`src/rtl/csa_pkg.sv`:
```
// Shared types and constants for the multi-precision conditional-sum sequencer.
package csa_pkg;

  localparam int CSA_SLICE_W = 8;

  typedef enum logic [1:0] {
    SEQ_IDLE = 2'd0,
    SEQ_RUN  = 2'd1,
    SEQ_DONE = 2'd2
  } seq_state_e;

  // Ceiling log2, floored at 1 so a counter always has at least one bit.
  function automatic int csa_clog2(input int n);
    int w;
    w = 0;
    while ((1 << w) < n) w++;
    if (w < 1) w = 1;
    return w;
  endfunction

endpackage

```
`src/rtl/csa_word_sequencer_if.sv`:
```
// Operand/result valid-ready bus between a requester and the word sequencer.
interface csa_word_sequencer_if #(
  parameter int WORDS = 4
);
  localparam int W = 8 * WORDS;

  logic         in_valid;
  logic         in_ready;
  logic [W-1:0] a;
  logic [W-1:0] b;
  logic         sub;
  logic         out_valid;
  logic         out_ready;
  logic [W-1:0] sum;
  logic         cout;
  logic         ovf;

  modport master (
    output in_valid, a, b, sub, out_ready,
    input  in_ready, out_valid, sum, cout, ovf
  );

  modport slave (
    input  in_valid, a, b, sub, out_ready,
    output in_ready, out_valid, sum, cout, ovf
  );

endinterface

```
`src/rtl/conditional_sum_adder.sv`:
```
// 8-bit conditional-sum adder: each group precomputes results for carry-in 0 and 1,
// then groups are merged pairwise (1 -> 2 -> 4 -> 8 bits) with the lower group's carry.
module conditional_sum_adder (
  input  logic [7:0] x,
  input  logic [7:0] y,
  input  logic       cin,
  output logic [7:0] sum,
  output logic       cout
);

  logic [7:0] s0_l0, s1_l0, c0_l0, c1_l0;
  logic [7:0] s0_l1, s1_l1;
  logic [3:0] c0_l1, c1_l1;
  logic [7:0] s0_l2, s1_l2;
  logic [1:0] c0_l2, c1_l2;
  logic [7:0] s0_l3, s1_l3;
  logic       c0_l3, c1_l3;

  // Single-bit groups: suffix 0 assumes carry-in 0, suffix 1 assumes carry-in 1.
  assign s0_l0 = x ^ y;
  assign s1_l0 = ~(x ^ y);
  assign c0_l0 = x & y;
  assign c1_l0 = x | y;

  for (genvar j = 0; j < 4; j++) begin : g_l1
    assign s0_l1[2*j]   = s0_l0[2*j];
    assign s1_l1[2*j]   = s1_l0[2*j];
    assign s0_l1[2*j+1] = c0_l0[2*j] ? s1_l0[2*j+1] : s0_l0[2*j+1];
    assign s1_l1[2*j+1] = c1_l0[2*j] ? s1_l0[2*j+1] : s0_l0[2*j+1];
    assign c0_l1[j]     = c0_l0[2*j] ? c1_l0[2*j+1] : c0_l0[2*j+1];
    assign c1_l1[j]     = c1_l0[2*j] ? c1_l0[2*j+1] : c0_l0[2*j+1];
  end

  for (genvar j = 0; j < 2; j++) begin : g_l2
    assign s0_l2[4*j +: 2]   = s0_l1[4*j +: 2];
    assign s1_l2[4*j +: 2]   = s1_l1[4*j +: 2];
    assign s0_l2[4*j+2 +: 2] = c0_l1[2*j] ? s1_l1[4*j+2 +: 2] : s0_l1[4*j+2 +: 2];
    assign s1_l2[4*j+2 +: 2] = c1_l1[2*j] ? s1_l1[4*j+2 +: 2] : s0_l1[4*j+2 +: 2];
    assign c0_l2[j]          = c0_l1[2*j] ? c1_l1[2*j+1] : c0_l1[2*j+1];
    assign c1_l2[j]          = c1_l1[2*j] ? c1_l1[2*j+1] : c0_l1[2*j+1];
  end

  assign s0_l3 = {(c0_l2[0] ? s1_l2[7:4] : s0_l2[7:4]), s0_l2[3:0]};
  assign s1_l3 = {(c1_l2[0] ? s1_l2[7:4] : s0_l2[7:4]), s1_l2[3:0]};
  assign c0_l3 = c0_l2[0] ? c1_l2[1] : c0_l2[1];
  assign c1_l3 = c1_l2[0] ? c1_l2[1] : c0_l2[1];

  assign sum  = cin ? s1_l3 : s0_l3;
  assign cout = cin ? c1_l3 : c0_l3;

endmodule

```
`src/rtl/csa_word_sequencer.sv`:
```
// Multi-precision add/subtract: one 8-bit conditional-sum adder reused across WORDS
// byte slices, LSB first, with the carry chained through a register.
module csa_word_sequencer
  import csa_pkg::*;
#(
  parameter int WORDS = 4
) (
  input  logic               clk,
  input  logic               rst,
  csa_word_sequencer_if.slave bus
);

  localparam int W     = CSA_SLICE_W * WORDS;
  localparam int CNT_W = csa_clog2(WORDS);
  localparam logic [CNT_W-1:0] LAST_K = CNT_W'(WORDS - 1);

  seq_state_e       state, state_next;
  logic [CNT_W-1:0] k;
  logic [W-1:0]     a_r, b_r, sum_r;
  logic             carry_r, cout_r, ovf_r;
  logic             accept, step, last;
  logic [CSA_SLICE_W-1:0] x, y, slice_sum;
  logic             slice_cout;

  assign last = (k == LAST_K);

  always_ff @(posedge clk) begin
    if (rst) state <= SEQ_IDLE;
    else     state <= state_next;
  end

  always_comb begin
    state_next    = state;
    bus.in_ready  = 1'b0;
    bus.out_valid = 1'b0;
    accept        = 1'b0;
    step          = 1'b0;
    unique case (state)
      SEQ_IDLE: begin
        bus.in_ready = !rst;
        if (bus.in_valid && !rst) begin
          accept     = 1'b1;
          state_next = SEQ_RUN;
        end
      end
      SEQ_RUN: begin
        step = 1'b1;
        if (last) state_next = SEQ_DONE;
      end
      SEQ_DONE: begin
        bus.out_valid = 1'b1;
        if (bus.out_ready) state_next = SEQ_IDLE;
      end
      default: state_next = SEQ_IDLE;
    endcase
  end

  assign x = a_r[k*CSA_SLICE_W +: CSA_SLICE_W];
  assign y = b_r[k*CSA_SLICE_W +: CSA_SLICE_W];

  conditional_sum_adder u_adder (
    .x    (x),
    .y    (y),
    .cin  (carry_r),
    .sum  (slice_sum),
    .cout (slice_cout)
  );

  // Subtraction is folded into the operand latch: B is inverted and the +1 enters as carry-in.
  always_ff @(posedge clk) begin
    if (rst) begin
      k       <= '0;
      a_r     <= '0;
      b_r     <= '0;
      sum_r   <= '0;
      carry_r <= 1'b0;
      cout_r  <= 1'b0;
      ovf_r   <= 1'b0;
    end else if (accept) begin
      a_r     <= bus.a;
      b_r     <= bus.sub ? ~bus.b : bus.b;
      carry_r <= bus.sub;
      sum_r   <= '0;
      k       <= '0;
    end else if (step) begin
      sum_r[k*CSA_SLICE_W +: CSA_SLICE_W] <= slice_sum;
      carry_r <= slice_cout;
      k       <= k + 1'b1;
      if (last) begin
        cout_r <= slice_cout;
        ovf_r  <= (a_r[W-1] == b_r[W-1]) && (slice_sum[CSA_SLICE_W-1] != a_r[W-1]);
      end
    end
  end

  assign bus.sum  = sum_r;
  assign bus.cout = cout_r;
  assign bus.ovf  = ovf_r;

endmodule

```
`src/flat_wrapper.sv`:
```
// flat-port wrapper written by rule: the top's interface ports become plain ports
module csa_word_sequencer_flat import csa_pkg::*;
#(
  parameter int WORDS = 4
)
  (clk, rst, bus_in_valid, bus_a, bus_b, bus_sub, bus_out_ready, bus_in_ready, bus_out_valid, bus_sum, bus_cout, bus_ovf);
  csa_word_sequencer_if #(.WORDS(WORDS)) bus_i ();
  input  logic clk;
  input  logic rst;
  input wire logic [$bits(bus_i.in_valid)-1:0] bus_in_valid;
  input wire logic [$bits(bus_i.a)-1:0] bus_a;
  input wire logic [$bits(bus_i.b)-1:0] bus_b;
  input wire logic [$bits(bus_i.sub)-1:0] bus_sub;
  input wire logic [$bits(bus_i.out_ready)-1:0] bus_out_ready;
  output wire logic [$bits(bus_i.in_ready)-1:0] bus_in_ready;
  output wire logic [$bits(bus_i.out_valid)-1:0] bus_out_valid;
  output wire logic [$bits(bus_i.sum)-1:0] bus_sum;
  output wire logic [$bits(bus_i.cout)-1:0] bus_cout;
  output wire logic [$bits(bus_i.ovf)-1:0] bus_ovf;
  assign bus_i.in_valid = bus_in_valid;
  assign bus_i.a = bus_a;
  assign bus_i.b = bus_b;
  assign bus_i.sub = bus_sub;
  assign bus_i.out_ready = bus_out_ready;
  assign bus_in_ready = bus_i.in_ready;
  assign bus_out_valid = bus_i.out_valid;
  assign bus_sum = bus_i.sum;
  assign bus_cout = bus_i.cout;
  assign bus_ovf = bus_i.ovf;
  csa_word_sequencer #(.WORDS(WORDS)) u_core (.clk(clk), .rst(rst), .bus(bus_i));
endmodule
```
`config.mk`:
```
export PLATFORM = sky130hd
export DESIGN_NAME = csa_word_sequencer_flat
export DESIGN_NICKNAME = d
export VERILOG_FILES = /design/src/rtl/csa_pkg.sv /design/src/rtl/csa_word_sequencer_if.sv /design/src/rtl/conditional_sum_adder.sv /design/src/rtl/csa_word_sequencer.sv /design/src/flat_wrapper.sv
export SDC_FILE = /design/constraint.sdc
export NUM_CORES = 1
export LEC_CHECK = 0
export ABC_AREA = 1
export BUFFER_PORTS_ARGS = -buffer_cell sky130_fd_sc_hd__buf_2
export CAP_MARGIN = 20
export CELL_PAD_IN_SITES_DETAIL_PLACEMENT = 2
export CELL_PAD_IN_SITES_GLOBAL_PLACEMENT = 2
export CORE_ASPECT_RATIO = 1.2
export CORE_MARGIN = 2
export CORE_UTILIZATION = 34
export CTS_BUF_LIST = sky130_fd_sc_hd__clkbuf_8
export CTS_CLUSTER_DIAMETER = 100
export CTS_CLUSTER_SIZE = 24
export DETAILED_ROUTE_END_ITERATION = 10
export PLACE_DENSITY = 0.91
export SLEW_MARGIN = 20
export SYNTH_ARGS = -nofsm -noshare
export SYNTH_HDL_FRONTEND = slang
export SYNTH_SLANG_ARGS = --single-unit
```
`constraint.sdc`:
```
create_clock -name clk -period 5.65 [get_ports clk]
set_input_delay 0.2825 -clock clk [delete_from_list [all_inputs] [get_ports clk]]
set_output_delay 0.2825 -clock clk [all_outputs]
set_load 0.02 [all_outputs]
```
[Yosys cells after proc, flatten, opt, wreduce, memory -nomap -nowiden]
Cells that the tools add are included.
W data, S select, Z words.
Word-level totals
  register bits after elaboration: 103
  logic and storage cells: 79
  input port bits: 69
Cells by class
  bitwise gates (word level): 6
  shift-type cells: 4
  add/subtract/negate cells: 2
  reduce and logical (&&, ||, !) cells: 8
  mux-type cells: 43
  eq/ne operators: 8
Operators with widths (number)
  $shiftx A32 B6 Y8: 2
  $neg A5 Y34: 1
  $shift A8 B34 Y32 const A: 1
  $shiftx A8 B34 Y32: 1
  $bwmux W32: 1
  $mux W32: 1
  $not A32 Y32: 1
  $mux W1: 30
  $mux W2: 7
  $and A8 B8 Y8: 1
  $mux W4: 2
  $mux W8: 1
  $not A8 Y8: 1
  $or A8 B8 Y8: 1
  $xor A8 B8 Y8: 1
  $pmux W2 S3: 1
  $reduce_and A3 Y1: 2
  $eq A2 B2 Y1 const B: 2
  $ne A2 B1 Y1 const B: 2
  $add A2 B1 Y2 const B: 1
  $eq A2 B1 Y1 const B: 1
  $logic_and A1 B1 Y1: 2
  $logic_not A2 Y1: 1
  $ne A2 B2 Y1 const B: 1
  6 further kinds: 6

[Logic depth before layout (Yosys ltp)]
Gate-level depths: netlist of run 1.
  depth in word-level cells: 9
  gate-level depth with buffers: 17

[Modules after synthesis]
Synthesis of run 1 repeated with hierarchy kept, for this count alone.
Second synthesis, totals
  cell total of the unflattened synthesis: 755
  area total of the unflattened synthesis: 5479.0 um^2
By module, submodules not included
  csa_word_sequencer: area each 4624.4 um^2, cells an instance 595, instances 1
  conditional_sum_adder: area each 854.6 um^2, cells an instance 160, instances 1

[Least setup slack after synthesis of run 1]
OpenSTA, ideal clock, no wires.
  path kind: register to register
  from: reg u_core.k[0]
  to: reg u_core.sum_r[31], in the netlist u_core.bus.sum[31]
  slack: 3.289 ns
  setup time: 0.066 ns
  path buffers: 2
  period minus slack after synthesis: 2.361 ns
  arrival time: 2.295 ns
  stages on the path, launching flop included: 18
  path through: dfxtp_1 -> buf_2 -> buf_2 -> a21oi_1 -> a32oi_1 -> inv_1 -> ha_1 -> nand2_1 -> inv_1 -> nor2_1 -> nand2_1 -> nand2_1 -> nand2_1 -> nand3_2 -> nand2_2 -> nor2_4 -> nand3_1 -> a21oi_2
On the way
  longest elaborated chain between the ends: 9
Ends and longest elaborated chain
  start: declaration: line csa_word_sequencer.sv:18  | logic [CNT_W-1:0] k;
  start signal: assignment: line csa_word_sequencer.sv:88  | k <= k + 1'b1;
  $shiftx A32 B6 Y8 (on tied branches): line csa_word_sequencer.sv:58, csa_word_sequencer.sv:59
  $xor A8 B8 Y8: line conditional_sum_adder.sv:20, conditional_sum_adder.sv:21
  $not A8 Y8: line conditional_sum_adder.sv:21  | assign s1_l0 = ~(x ^ y);
  $mux W1 (on tied branches): line conditional_sum_adder.sv:28, conditional_sum_adder.sv:29
  $mux W2 (on tied branches): line conditional_sum_adder.sv:37, conditional_sum_adder.sv:38
  $mux W4 (on tied branches): line conditional_sum_adder.sv:43, conditional_sum_adder.sv:44
  $mux W8: line conditional_sum_adder.sv:48  | assign sum = cin ? s1_l3 : s0_l3;
  $shiftx A8 B34 Y32: line csa_word_sequencer.sv:86  | sum_r[k*CSA_SLICE_W +: CSA_SLICE_W] <= slice_sum;
  $bwmux W32 *: line csa_word_sequencer.sv:86
  end signal: indexed assignment: line csa_word_sequencer.sv:86
  end: declaration: line csa_word_sequencer.sv:19  | logic [W-1:0] a_r, b_r, sum_r;
Every way passes the cells marked *; elsewhere a longest branch is shown, timed or not.
A chain may end at the register's enable or synchronous reset.

[Worst setup path in the final report of run 1]
  from: reg u_core.k[0]
  to: reg u_core.sum_r[27], in the netlist u_core.bus.sum[27]
The elaborated chain is that of the path after synthesis.

==> reports/summary.txt, run 1 <==
Status -> finished clean
Fillers -> 1916
DP Wirelength -> 13.2 mm
CTS tree -> yes
CP Class -> flip-flop to flip-flop
Grt ovf -> 0
Clk_lat worst skew -> 390 ps
Clk sinks -> 103
Worst path required time -> 5970 ps
H-tree Lvls -> 3
Max Cap Viol -> 0
CTS resizes -> 0
R2R depth -> 13
Root buffer cell -> clkbuf_8
Dominant synthesized flop cell -> dfxtp_1
Wire per inst -> 17.5 µm
Max Buffers Root-to-Sink -> 2
First-iteration detailed-routing DRC count -> 260
Clock Skews -> 13.3 ps
Compound-cell area share of the yosys netlist -> 13.9%
Setup crit start kind -> flip-flop
Pin count of the biggest net entering global routing -> 53
Seq/Total Area, Yosys -> 38.5%
Worst hold path class -> input port to flip-flop
Reg area -> 2060 µm²
Setup-failing EPs final -> 0
Number of synthesis warnings -> 0
CP Capture Type -> flip-flop
Number of global-route vias before repair -> 5572
Simple-Gate Fraction of Synth Area -> 26.9%
Synth Register Bits -> 103
Largest family of logic cells by synthesized area -> simple AND/OR/NAND/NOR gates
Crit Path Max Fanout -> 30
Final Wtd Congestion -> 0.849
Clock buffer count from CTS -> 9
Syn Area/Cell -> 7.23 µm²
Worst slew margin -> 39.3%
Cell with the most instances after synthesis -> nand2_1
Fin. Hold Viols -> 0
Top cells by count, synth -> 209 x nand2_1, 103 x dfxtp_1, 73 x inv_1
Share of layout cells above drive strength 1 -> 19.5%
Total setup buffers inserted after CTS -> 0
Dpl cell area -> 5990 µm²
Chip width -> 119 µm
First-pass GRT wire length -> 29.3 mm
Max Clk Rate -> 0.287 GHz
Xor and xnor area share after synthesis -> 6.71%
Final period util -> 61.6%
Synth area leader -> dfxtp_1
Final Cell Area -> 6220 µm²
Vias -> 5160
Leakage power -> 0.00276 µW
Final core utilization -> 40.1%
Yosys top cell area share -> 38.5%
Post-synth ARST share -> 0%
PwrDens -> 292 nW/µm²
Synth-to-layout area growth -> 16.2%
Die height -> 141 µm
Post-Syn Nets -> 831
Final nets -> 911
Synth cell types -> 34
Initial antenna violation count -> 0
# IOs -> 105
Arr. time, crit path -> 3800 ps
Fin crit period -> 3480 ps
FP Rows -> 50
Multiplexer share of the synthesized area -> 0%
Setup TNS -> 0 ps
WL final -> 18.1 mm
Post-Synthesis Cells -> 740
Die area -> 16800 µm²
Worst vdd ir -> 0.000137 V
Max-slew violations -> 0
Reg clk slew, reported paths -> 100 ps
TritonRoute pass-1 iters -> 4
EDFF count, synth -> 0
Hold_buf cts -> 0
DRC -> 0
CORE AREA -> 15500 µm²
Post-Syn Area -> 5350 µm²
Area share of fa/ha/maj cells after synthesis -> 5.14%
Starting Density -> 34.5%
Final Power -> 1820 µW
Diode count -> 0
Largest cells by area after synthesis -> dfxtp_1 39%, nand2_1 15%, nand3_1 5.6%
Buffers on Ports -> 104
Gr usage total -> 22.0%
Vias per cell -> 5.00
Tightest Pin Transition -> 910 ps
Multi-input gate area -> 2820 µm²
RSZ-0062 raised after global routing -> false
Worst Hold Depth -> 3
Remaining antenna violation count after routing -> 0
placed cells by master (no fill, tap or decap), drive strengths merged, types with 4 or more instances in the layout:
| cell | n |
|---|---|
| nand2 | 224 |
| buf | 108 |
| dfxtp | 103 |
| inv | 79 |
| nand3 | 62 |
| a21oi | 50 |
| o21ai | 48 |
| xnor2 | 34 |
| nor2 | 32 |
| ha | 22 |
| a32oi | 16 |
| clkbuf | 10 |
| o22ai | 9 |
| xor2 | 7 |
| nand4 | 6 |
| nor3 | 4 |
where the power goes:
group	switching [µW]	internal [µW]
sequential	38.0	773
clock	279	264
combinational	308	154
total	625	1190
per-stage QoR:
step / setup slack, ps / instances / hold slack [ps]
global route: 1870 / 1033 / 95.0
global placement: 2460 / 1017 / 450
CTS: 2130 / 1033 / 72.0
detailed placement: 2280 / 1017 / 458
floorplan: 3290 / 740 / 352
finish: 2170 / 1033 / 83.2
final timing paths:
path	to	from	slack, ps
setup / recovery	u_core.bus.sum[27]$_SDFFE_PP0P_	u_core.k[0]$_SDFFE_PP0P_	2170
hold / removal	u_core.a_r[12]$_SDFFE_PP0P_	bus_a[12]	80
setup reg to reg	u_core.bus.sum[27]$_SDFFE_PP0P_	u_core.k[0]$_SDFFE_PP0P_	2170
hold reg to reg	u_core.bus.sum[22]$_SDFFE_PP0P_	u_core.bus.sum[22]$_SDFFE_PP0P_	470
final cells by class:
class / instances / area share, %
multi-input combinational: 520 / 45.4
inverter: 78 / 4.75
clock inverter: 6 / 1.49
clock buffer: 10 / 2.21
sequential: 103 / 33.2
timing repair buffer: 108 / 8.85
tap: 208 / 4.18
sequential cells by signal, summed over array words and instances (netlist names):
register,count
u_core.b_r,32
u_core.bus.cout,1
u_core.bus.sum,32
u_core.carry_r,1
u_core.state,2
u_core.a_r,32
u_core.bus.ovf,1
u_core.k,2
routing by layer:
layer  GRT usage [%]  vias to the layer above  part of all wire [%]
met5               0                        -                     0
met4            5.64                        0                   1.5
met3            3.70                       14                   2.7
met2            41.8                       93                    53
met1            25.4                     2510                    42
li1                -                     2543                     -
cells by family after synthesis:
| family | count (synthesis) |
|---|---|
| simple gates | 329 |
| flops | 103 |
| compound gates | 128 |
| buf+inv | 117 |
| fa+ha+maj | 22 |
| xor+xnor | 41 |
worst max-delay path, cell delays in order (launching register included):
cell and delay, ps:
dfxtp_2 520, inv_1 750, nand2_1 120, a32oi_1 320, inv_1 80, ha_1 340, xor2_1 200, nand2_1 80
o21ai_0 110, nand2_1 80, nand2_1 70, nor3_1 410, nand2_1 150, a21oi_1 160
Note: power is estimated with default switching activity, not from simulation.
==> run 2, diff against run 1 <==
--- a/config.mk
+++ b/config.mk
@@ -12,12 +12,12 @@
 export CELL_PAD_IN_SITES_GLOBAL_PLACEMENT = 2
 export CORE_ASPECT_RATIO = 1.2
 export CORE_MARGIN = 2
-export CORE_UTILIZATION = 34
+export CORE_UTILIZATION = 29
 export CTS_BUF_LIST = sky130_fd_sc_hd__clkbuf_8
 export CTS_CLUSTER_DIAMETER = 100
 export CTS_CLUSTER_SIZE = 24
 export DETAILED_ROUTE_END_ITERATION = 10
-export PLACE_DENSITY = 0.91
+export PLACE_DENSITY = 0.83
 export SLEW_MARGIN = 20
 export SYNTH_ARGS = -nofsm -noshare
 export SYNTH_HDL_FRONTEND = slang
==> constraint.sdc (replaced) <==
create_clock -name clk -period 2.85 [get_ports clk]
set_input_delay 0.1425 -clock clk [delete_from_list [all_inputs] [get_ports clk]]
set_output_delay 0.1425 -clock clk [all_outputs]
set_load 0.02 [all_outputs]
==> reports/summary.txt, run 2 (same netlist as run 1, synthesis figures left out) <==
Status -> finished clean
Synth-to-layout area growth -> 25.5%
Remaining antenna violation count after routing -> 0
Metal2 WL -> 10.5 mm
Final period util -> 91.7%
Worst hold path class -> input port to flip-flop
Diode count -> 0
FP Rows -> 54
Most frequent cells in the layout -> 208 x nand2_1, 104 x buf_2, 101 x dfxtp_1, 73 x inv_1, 60 x nand3_1
Final Wtd Congestion -> 0.819
Worst vdd ir -> 0.000232 V
Wire per inst -> 17.6 µm
Share of layout cells above drive strength 1 -> 20.6%
Root buffer cell -> clkbuf_8
H-tree Lvls -> 3
Final nets -> 954
Die area -> 19600 µm²
Setup-failing EPs final -> 0
DP Wirelength -> 13.2 mm
Grt ovf -> 0
Final Non-Filler Cells -> 1092
CP Capture Type -> flip-flop
Worst slew margin -> 50.1%
R2r startpoint -> u_core.k[0]$_SDFFE_PP0P_
Max Buffers Root-to-Sink -> 2
Fillers -> 2171
Pin count of the biggest net entering global routing -> 81
RR Endpoint -> u_core.bus.sum[30]$_SDFFE_PP0P_
Starting Density -> 29.6%
Vias -> 5327
Worst Hold Depth -> 3
Final core utilization -> 37.1%
Final Power -> 3610 µW
Die height -> 153 µm
Highest metal used -> met4
Worst path required time -> 3180 ps
Critical hold path startpoint -> bus_b[9]
First-iteration detailed-routing DRC count -> 285
Gr usage total -> 19.6%
Tightest Pin Transition -> 748 ps
WL final -> 19.2 mm
TritonRoute pass-1 iters -> 4
Fin crit period -> 2610 ps
DRC -> 0
Total setup buffers inserted after CTS -> 0
Clock buffer count from CTS -> 9
Setup crit start kind -> flip-flop
# IOs -> 105
Reg clk slew, reported paths -> 110 ps
Hold EP -> u_core.b_r[9]$_SDFFE_PP0P_
Chip width -> 128 µm
Vias per cell -> 4.88
WL met1 -> 7.96 mm
Max Clk Rate -> 0.382 GHz
CTS tree -> yes
Fin. Hold Viols -> 0
Buffers on Ports -> 104
Clk sinks -> 103
CP Class -> flip-flop to flip-flop
CORE AREA -> 18100 µm²
PwrDens -> 537 nW/µm²
R2R depth -> 17
Arr. time, crit path -> 2950 ps
Clk_lat worst skew -> 400 ps
First-pass GRT wire length -> 30.0 mm
Number of global-route vias before repair -> 5768
Initial antenna violation count -> 0
Clock Skews -> 11.9 ps
Max-slew violations -> 0
Leakage power -> 0.00298 µW
Met3 WL -> 447 µm
Max Cap Viol -> 0
Commonest non-fill, non-tap cell in the layout -> nand2_1
Cell count after placement -> 1043
Reg2reg setup slack -> 240 ps
Crit Path Max Fanout -> 38
run 2: what timing repair did:
action,4_1_cts,5_1_grt
gates resized for setup,0,11
hold buffers,32,0
endpoints found under the setup margin,0,20
endpoints found under the hold margin,34,0
run 2: final cells by class:
cell class	instances	area [µm²]	area share, %
clock inverter	6	67.6	1.01
inverter	78	295	4.39
tap	224	280	4.17
multi-input combinational	520	2860	42.6
timing repair buffer	151	1010	15.1
clock buffer	10	138	2.05
sequential	103	2070	30.8
run 2: worst max path at each step:
stage / slack, ps / cells after the start / end / start
after floorplan: 490 / 17 / u_core.bus.sum[31]$_SDFFE_PP0P_ / u_core.k[0]$_SDFFE_PP0P_
after global placement: 220 / 14 / u_core.bus.sum[27]$_SDFFE_PP0P_ / u_core.k[0]$_SDFFE_PP0P_
after detailed placement: 110 / 13 / u_core.bus.sum[11]$_SDFFE_PP0P_ / u_core.k[0]$_SDFFE_PP0P_
after CTS: 90 / 13 / u_core.bus.sum[11]$_SDFFE_PP0P_ / u_core.k[0]$_SDFFE_PP0P_
after global routing: -30 / 17 / u_core.bus.sum[13]$_SDFFE_PP0P_ / u_core.k[0]$_SDFFE_PP0P_
final: 240 / 17 / u_core.bus.sum[30]$_SDFFE_PP0P_ / u_core.k[0]$_SDFFE_PP0P_
run 2: where the power goes:
group	internal [µW]	total, µW	leakage (µW)	switching, µW
sequential	1530	1600	0.000844	65.8
combinational	374	1010	0.00203	641
clock	437	997	0.000110	560
total	2340	3610	0.00298	1270
run 2: critical path, stage by stage (launching register included):
cell     delay (ps)
dfxtp_4         400
buf_12          180
nor2_1          130
inv_1            80
a32oi_2         260
inv_1           100
ha_1            260
nand2_2         100
inv_1            60
nor2_1          160
nand2_1          90
nand2_2          90
nand2_1          50
nand2_1         120
nand2_1          70
nand2_2         130
nand4_1         110
a21oi_1         140
run 2: per-stage QoR:
| step | area (µm²) | hold slack (ps) | TNS (ps) | setup WS (ps) |
|---|---|---|---|---|
| 3_5_place_dp | 6120 | 349 | 0 | 112 |
| 4_1_cts | 6640 | 2.81 | 0 | 87.9 |
| 6_report | 6720 | 21.1 | 0 | 235 |
| 3_3_place_gp | 6120 | 346 | 0 | 217 |
| 5_1_grt | 6720 | 17.4 | -83.5 | -27.5 |
| 2_1_floorplan | 5350 | 212 | 0 | 489 |
run 2: layer usage:
layer,track usage (%),vias up
met1,22.8,2598
met2,36.7,87
met3,2.77,19
met4,5.76,0
li1,-,2623
met5,0,-
==> run 3, diff against run 2 <==
--- a/config.mk
+++ b/config.mk
@@ -17,8 +17,9 @@
 export CTS_CLUSTER_DIAMETER = 100
 export CTS_CLUSTER_SIZE = 24
 export DETAILED_ROUTE_END_ITERATION = 10
-export PLACE_DENSITY = 0.83
+export PLACE_DENSITY = 0.82
 export SLEW_MARGIN = 20
 export SYNTH_ARGS = -nofsm -noshare
 export SYNTH_HDL_FRONTEND = slang
+export SYNTH_HIERARCHICAL = 1
 export SYNTH_SLANG_ARGS = --single-unit
==> reports/summary.txt, run 3 <==
Diode count -> 0
Die height -> 155 µm
Post-synth ARST share -> 0%
Synth cell types -> 31
Setup TNS -> 0 ps
Buffers on Ports -> 104
Wire per inst -> 17.5 µm
Clk_lat worst skew -> 400 ps
Root buffer cell -> clkbuf_8
Synth area leader -> dfxtp_1
Status -> finished clean
First-iteration detailed-routing DRC count -> 171
Initial antenna violation count -> 0
H-tree Lvls -> 3
Number of synthesis warnings -> 6
FP Rows -> 55
# IOs -> 105
Largest cells by area after synthesis -> dfxtp_1 38%, nand2_1 18%, o21ai_0 7.0%
Worst path required time -> 3170 ps
Synth-to-layout area growth -> 25.1%
Arr. time, crit path -> 2990 ps
Starting Density -> 29.3%
R2R depth -> 19
TritonRoute pass-1 iters -> 4
Worst vdd ir -> 0.000217 V
DP Worst Slack -> 87.8 ps
Post-route setup slack -> 187 ps
Final Non-Filler Cells -> 1144
Cell count after placement -> 1095
Chip width -> 129 µm
Max Buffers Root-to-Sink -> 2
Worst slew margin -> 42.0%
WL final -> 20.1 mm
Synth Register Bits -> 103
Most frequent cells in the layout -> 264 x nand2_1, 104 x buf_2, 101 x dfxtp_1, 77 x o21ai_0, 51 x nor2_1
Switch Pwr -> 1450 µW
CTS tree -> yes
Gr usage total -> 20.0%
Cell with the most instances after synthesis -> nand2_1
Dominant synthesized flop cell -> dfxtp_1
Top cells by count, synth -> 264 x nand2_1, 103 x dfxtp_1, 77 x o21ai_0
Setup crit start kind -> flip-flop
First-pass GRT wire length -> 31.0 mm
CP Class -> flip-flop to flip-flop
Remaining antenna violation count after routing -> 0
Pin count of the biggest net entering global routing -> 63
Sw frac -> 37.5%
Final Wtd Congestion -> 0.744
Die area -> 20000 µm²
DRC -> 0
Syn Area/Cell -> 7.26 µm²
DP Wirelength -> 13.6 mm
Fillers -> 2261
Leakage power -> 0.00304 µW
Fin crit period -> 2660 ps
Post-Syn Nets -> 846
Final period util -> 93.4%
Grt ovf -> 0
Vias per cell -> 4.74
Seq/Total Area, Yosys -> 37.6%
Worst Hold Depth -> 3
Reg clk slew, reported paths -> 120 ps
Share of layout cells above drive strength 1 -> 24.5%
CP Capture Type -> flip-flop
Vias -> 5427
Tightest Pin Transition -> 870 ps
Commonest non-fill, non-tap cell in the layout -> nand2_1
Setup-failing EPs final -> 0
Clock share of power -> 26.4%
Clk sinks -> 103
EDFF count, synth -> 0
Reg2reg setup slack -> 190 ps
Max-slew violations -> 0
Number of global-route vias before repair -> 5867
Yosys top cell area share -> 37.6%
Clock Skews -> 17.0 ps
Final nets -> 975
CORE AREA -> 18700 µm²
Seq pwr share -> 41.5%
Comb pwr share -> 32.1%
Post-Synthesis Cells -> 755
Clock buffer count from CTS -> 9
Int Power -> 2410 µW
Max Clk Rate -> 0.376 GHz
Post-Syn Area -> 5480 µm²
Max Cap Viol -> 0
Fin. Hold Viols -> 0
PwrDens -> 564 nW/µm²
Worst hold path class -> input port to flip-flop
Crit Path Max Fanout -> 15
run 3: changes by cell type in the layout (fill, tap and decap cells not counted), sizes merged, moves of 3 or more:
cell,previous run,this run
a21oi,50,34
a32oi,16,0
inv,81,61
nand2,224,278
nand3,62,19
nand4,6,0
nor2,32,56
nor3,4,8
o21ai,48,83
o22ai,9,17
xnor2,34,37
xor2,7,4
run 3: through the flow:
step	util [%]	power, µW	area [µm²]	hold WS [ps]
after floorplan	-	2390	5480	212
after global placement	33.3	2710	6240	343
after detailed placement	33.3	2750	6240	350
after CTS	36.1	3790	6760	9.71
after global routing	36.6	4110	6850	21.4
final	36.6	3860	6850	30.2
run 3: power by group through the flow:
| stage | Sequential [µW] | Combinational [µW] | Clock (µW) |
|---|---|---|---|
| after global placement | 1620 | 1080 | 0 |
| after CTS | 1600 | 1160 | 1030 |
| after floorplan | 1610 | 788 | 0 |
| after detailed placement | 1630 | 1120 | 0 |
| final | 1600 | 1240 | 1020 |
| after global routing | 1610 | 1390 | 1110 |
run 3: repair_timing:
item	in CTS	in global routing
setup buffers	0	2
endpoints found under the setup margin	0	17
resized for setup	0	20
hold buffers	32	0
endpoints found under the hold margin	32	0
run 3: worst max-delay path, cell delays in order (launching register included):
cell,delay [ps]
dfxtp_2,390
inv_2,60
buf_4,190
o21ai_0,270
o22ai_2,160
inv_1,100
ha_1,260
inv_1,100
nand2_1,70
nand2_1,120
nand2_1,60
nand2_1,90
nand2_1,80
nand3_1,90
nand2_1,80
inv_2,90
nand3_1,70
nand2_1,90
nand2_1,70
a21oi_1,140
run 3: worst paths after layout:
check	endpoint	startpoint
setup / recovery	u_core/bus.ovf$_SDFFE_PP0P_	u_core/k[0]$_SDFFE_PP0P_
hold / removal	u_core/b_r[2]$_SDFFE_PP0P_	bus_b[2]
setup reg to reg	u_core/bus.ovf$_SDFFE_PP0P_	u_core/k[0]$_SDFFE_PP0P_
hold reg to reg	u_core/a_r[4]$_SDFFE_PP0P_	u_core/a_r[4]$_SDFFE_PP0P_
run 3: metal layers:
layer / track usage, % / up-vias / wire length [µm]
li1: - / 2641 / -
met1: 23.2 / 2610 / 8190
met2: 36.7 / 134 / 10600
met3: 2.53 / 42 / 566
met4: 7.99 / 0 / 739
met5: 0 / - / 0
run 3: cell type report:
cell class / instances / area, µm² / share of cell area [%]
multi-input combinational: 560 / 3050 / 44.4
clock buffer: 10 / 138 / 2.01
clock inverter: 5 / 63.8 / 0.931
sequential: 103 / 2060 / 30.1
inverter: 58 / 218 / 3.18
tap: 256 / 320 / 4.67
timing repair buffer: 152 / 1000 / 14.6
run 3: kinds of logic after synthesis:
logic type,count (synthesis),synth area share [%]
adders and majority gates,22,5.02
xor gates and xnor gates,41,6.55
DFF,103,37.6
and+or+nand+nor,362,27.5
buffers and inverters,92,8.08
AOI/OAI and AO/OA,135,15.2
